`src/rtl/uart_tx_bridge.sv`:
```
// Transmit bridge: buffers 32-bit words in a FIFO and serialises them as
// bytes (raw or ASCII hex + newline) onto the board txdata/txclk/txready port.
module uart_tx_bridge #(
  parameter int DEPTH     = 4,
  parameter bit LSB_FIRST = 1'b1,
  parameter bit HEX_ASCII = 1'b0
) (
  input  logic        clk,
  input  logic        nrst,
  input  logic        wr_en,
  input  logic [31:0] wr_data,
  output logic        full,
  output logic        busy,
  output logic        overflow,
  output logic [7:0]  txdata,
  output logic        txclk,
  input  logic        txready
);

  localparam int AW = $clog2(DEPTH);
  localparam logic [AW:0] DEPTH_C = (AW+1)'(DEPTH);
  localparam logic [3:0] NBYTES = HEX_ASCII ? 4'd9 : 4'd4;

  typedef enum logic [2:0] {IDLE, WAIT, SETUP, STROBE, GAP} state_t;

  state_t        state, state_nx;
  logic [31:0]   mem [DEPTH];
  logic [AW-1:0] wptr, rptr;
  logic [AW:0]   count, count_nx;
  logic          push, pop;
  logic [31:0]   word_p0;
  logic [3:0]    idx, idx_nx;
  logic [7:0]    txdata_nx;
  logic          txclk_nx, busy_nx;

  function automatic logic [7:0] hex_char(input logic [3:0] n);
    return (n <= 4'd9) ? (8'h30 + {4'h0, n}) : (8'h37 + {4'h0, n});
  endfunction

  function automatic logic [7:0] byte_sel(input logic [31:0] w, input logic [3:0] i);
    logic [1:0]  k;
    logic [31:0] sh;
    if (HEX_ASCII) begin
      if (i >= 4'd8) return 8'h0A;
      sh = w >> (5'd28 - {i[2:0], 2'b00});
      return hex_char(sh[3:0]);
    end
    k  = LSB_FIRST ? i[1:0] : (2'd3 - i[1:0]);
    sh = w >> {k, 3'b000};
    return sh[7:0];
  endfunction

  // full is the registered view, so a write racing a pop while full is dropped
  assign push     = wr_en && !full;
  assign pop      = (state == IDLE) && (count != '0);
  assign count_nx = count + {{AW{1'b0}}, push} - {{AW{1'b0}}, pop};

  always_ff @(posedge clk or negedge nrst) begin
    if (!nrst) state <= IDLE;
    else       state <= state_nx;
  end

  always_comb begin
    state_nx = state;
    case (state)
      IDLE:    if (count != '0) state_nx = WAIT;
      WAIT:    if (txready) state_nx = SETUP;
      SETUP:   state_nx = STROBE;
      STROBE:  state_nx = GAP;
      GAP:     state_nx = ((idx + 4'd1) < NBYTES) ? WAIT : IDLE;
      default: state_nx = IDLE;
    endcase
  end

  always_comb begin
    txdata_nx = txdata;
    idx_nx    = idx;
    txclk_nx  = (state_nx == STROBE);
    busy_nx   = (count_nx != '0) || (state_nx != IDLE);
    if (pop) idx_nx = 4'd0;
    if ((state == WAIT) && txready) txdata_nx = byte_sel(word_p0, idx);
    if (state == GAP) idx_nx = idx + 4'd1;
  end

  always_ff @(posedge clk or negedge nrst) begin
    if (!nrst) begin
      wptr     <= '0;
      rptr     <= '0;
      count    <= '0;
      full     <= 1'b0;
      overflow <= 1'b0;
      idx      <= 4'd0;
      txdata   <= 8'h00;
      txclk    <= 1'b0;
      busy     <= 1'b0;
    end else begin
      if (push) wptr <= wptr + AW'(1);
      if (pop)  rptr <= rptr + AW'(1);
      count    <= count_nx;
      full     <= (count_nx == DEPTH_C);
      overflow <= overflow | (wr_en & full);
      idx      <= idx_nx;
      txdata   <= txdata_nx;
      txclk    <= txclk_nx;
      busy     <= busy_nx;
    end
  end

  // FIFO storage and shift register carry data only
  always_ff @(posedge clk) begin
    if (push) mem[wptr] <= wr_data;
    if (pop)  word_p0   <= mem[rptr];
  end

endmodule

```
`config.mk`:
```
export PLATFORM = sky130hd
export DESIGN_NAME = uart_tx_bridge
export DESIGN_NICKNAME = d
export VERILOG_FILES = /design/src/rtl/uart_tx_bridge.sv
export SDC_FILE = /design/constraint.sdc
export NUM_CORES = 1
export LEC_CHECK = 0
export BUFFER_PORTS_ARGS = -buffer_cell sky130_fd_sc_hd__buf_4
export CAP_MARGIN = 15
export CORE_MARGIN = 2
export CORE_UTILIZATION = 42
export DETAILED_ROUTE_END_ITERATION = 8
export GPL_TIMING_DRIVEN = 0
export REMOVE_ABC_BUFFERS = 1
export SYNTH_ARGS = -nofsm -noshare
export SYNTH_HDL_FRONTEND = slang
export SYNTH_SLANG_ARGS = --single-unit
```
`constraint.sdc`:
```
create_clock -name clk -period 8 [get_ports clk]
set_input_delay 0.4 -clock clk [delete_from_list [all_inputs] [get_ports clk]]
set_output_delay 0.4 -clock clk [all_outputs]
set_load 0.05 [all_outputs]
```
==> out/qor.yml <==
outcome: "complete, no violations"
yosys.area.top_type_share_pct: 68.3
critPathLaunchType: "flip-flop"
fin_crit_sh_pct: 36.1
fmax_mhz: 347
path_clk_slew_ns: 0.06
yosysWarnings: 0
die_x_microns: 133
synth.distinct_cells: 36
grt_antenna_before_repair: 0
cts-htree-levels: 4
clk_latency_ns: 0.42
wl_mm: 11.2
synth-async-reset-ratio_pct: 14.0
synth_compound_area_share_pct: 0.676
rows: 47
yosys.area_share.adder_pct: 1.53
cap_viol_max_count: 0
synth_xor_area_share_pct: 0.872
yosysMostFrequentCell: "edfxtp_1"
path_max_fanout: 13
synth_edf_count: 160
stdcell_area_sq_um: 8290
fin_nets: 415
ys_seq_area_share_pct: 77.6
core_area_sq_um: 16500
post_cts_buffers: 0
portBuffers: 47
dr.pass1.iters: 4
grt_pass1_vias: 3183
tns_ns: 0
cts_buffer_depth: 2
leakage_nw: 2.88
ant_nets: 0
die_h_microns: 133
overflow: 0
dp_hpwl_mm: 7.09
clockRootBuffer: "clkbuf_16"
final_max_slew_viol_count: 0
io_pins: 48
power_density_nw_per_um2: 387
syn_area_per_cell_sq_um: 22.7
final.min_clock_period_ns: 2.89
synth.mux.area_fraction_pct: 14.7
cts_tree: "built"
synth_flop_cell: "edfxtp_1"
cts_buffers: 17
dpl_cell_area_sq_um: 7720
tightest_slew_ns: 0.851
cts.sinks: 186
synth-simple-area-share_pct: 2.97
drtIter0Drc: 218
hold_viol: 0
dieArea_sq_um: 17800
diodes: 0
synthTopCellsByCount: "edfxtp_1 (160), mux4_2 (39), dfrtp_1 (26)"
synth_seq_cells: 186
finClkSkew_ns: 0.00523
start_util_pct: 42.7
grt_first_pass_wirelength_mm: 17.8
grt_use_total_pct: 13.9
crit_type: "flip-flop to flip-flop"
drc: 0
crit_required_ns: 8.30
rsz0062_at_grt: "false"
setup_violations: 0
hold_path_class: "input pin to flip-flop"
synth_top_area_cell: "edfxtp_1"
syn_to_final_growth_pct: 17.9
synth_top_family_by_area: "multiplexers"
vias: 2995
cts_hold_buf: 1
cp-end-kind: "flip-flop"
wire_per_inst_microns: 18.6
synthesis.instances: 310
drive_above_1_share_pct: 37.2
synthTopCellsByArea: "edfxtp_1 (68%), mux4_2 (12%), dfrtp_1 (9.2%)"
place.gp.congestion: 0.686
max-slew-margin-rel_pct: 43.3
ir_drop_v: 0.000183
crit_arrival_ns: 3.18
via_per_inst: 4.96
cts_resized: 0
synth_area_sq_um: 7030
grt_max_degree: 34
==> per-stage QoR <==
step	hold WS (ns)	setup WS (ns)	total power, mW	std cells	util, %
4_1_cts	0.143	5.07	3.26	604	50.4
6_report	0.172	5.11	3.21	604	50.4
2_1_floorplan	0.104	4.60	2.14	296	-
3_5_place_dp	0.347	5.11	2.47	571	46.9
3_3_place_gp	0.344	3.66	2.40	563	45.9
5_1_grt	0.148	4.82	3.38	604	50.4
==> worst max-delay path: stages (launching register included) <==
cell     delay [ns]
dfrtp_1        0.50
nor4_4         0.55
buf_8          0.23
ha_1           0.14
inv_1          0.04
ha_1           0.19
fa_1           0.38
xnor2_1        0.15
xnor2_1        0.16
nor4_1         0.31
nand3_1        0.12
==> where the power goes <==
| part | switching, mW | internal (mW) | total, mW |
|---|---|---|---|
| clock network | 0.348 | 0.440 | 0.788 |
| logic | 0.425 | 0.437 | 0.862 |
| registers | 0.167 | 1.39 | 1.56 |
==> cell type report <==
cell class                      count  area, sq um
Clock buffer                       19          443
Clock inverter                     13          120
Fill cell                        1322         8170
Inverter                            6         22.5
Multi-Input combinational cell    104         1470
Sequential cell                   186         5460
Tap cell                          220          275
Timing Repair Buffer               56          508
==> metal layers <==
layer  global-route usage (%)  routed length, microns  up-vias
met2                     22.3                    5750       52
met4                     5.14                     129        0
met1                     17.8                    4880     1562
met5                        0                       0        -
met3                     4.53                     481       11
li1                         -                       -     1370
==> layout by cell type, fill, tap and decap left out, types with 3 or more instances in the layout <==
master / instances
mux2_4: 8
nand2_1: 7
o21ai_0: 3
mux4_2: 39
inv_1: 6
clkinv_4: 4
and2_2: 4
dfrtp_1: 24
buf_4: 47
edfxtp_1: 160
clkbuf_16: 17
clkinv_2: 3
nand3_1: 3
xnor2_1: 5
ha_1: 7
nor2_1: 3
buf_12: 4
==> path summary, 6_finish.rpt <==
check,to,cells past startpoint,startpoint,slack [ns]
worst max-delay path,busy,10,state[2],5.11
worst min-delay path,mem[1][17],1,wr_data[17],0.17
worst max register to register,busy,10,state[2],5.11
worst min register to register,overflow,1,overflow,0.46
max in group asynchronous,rptr[1],2,nrst,7.28
min in group asynchronous,count[1],2,nrst,0.43
==> flip-flops by register name, summed over array words and instances, names as in the netlist <==
register and cells:
state 3, wptr 2, idx 4, txdata 8, rptr 2, txclk 1
overflow 1, mem 128, count 3, busy 1, full 1, word_p0 32
==> logic make-up after synthesis <==
kind of cell               after synthesis
and+or+nand+nor                         32
buffers and inverters                   20
muxes                                   49
adders and majority gates                8
AOI/OAI and AO/OA                        8
xor gates and xnor gates                 7
DFF                                    186
(Power assumes the default switching activity.)
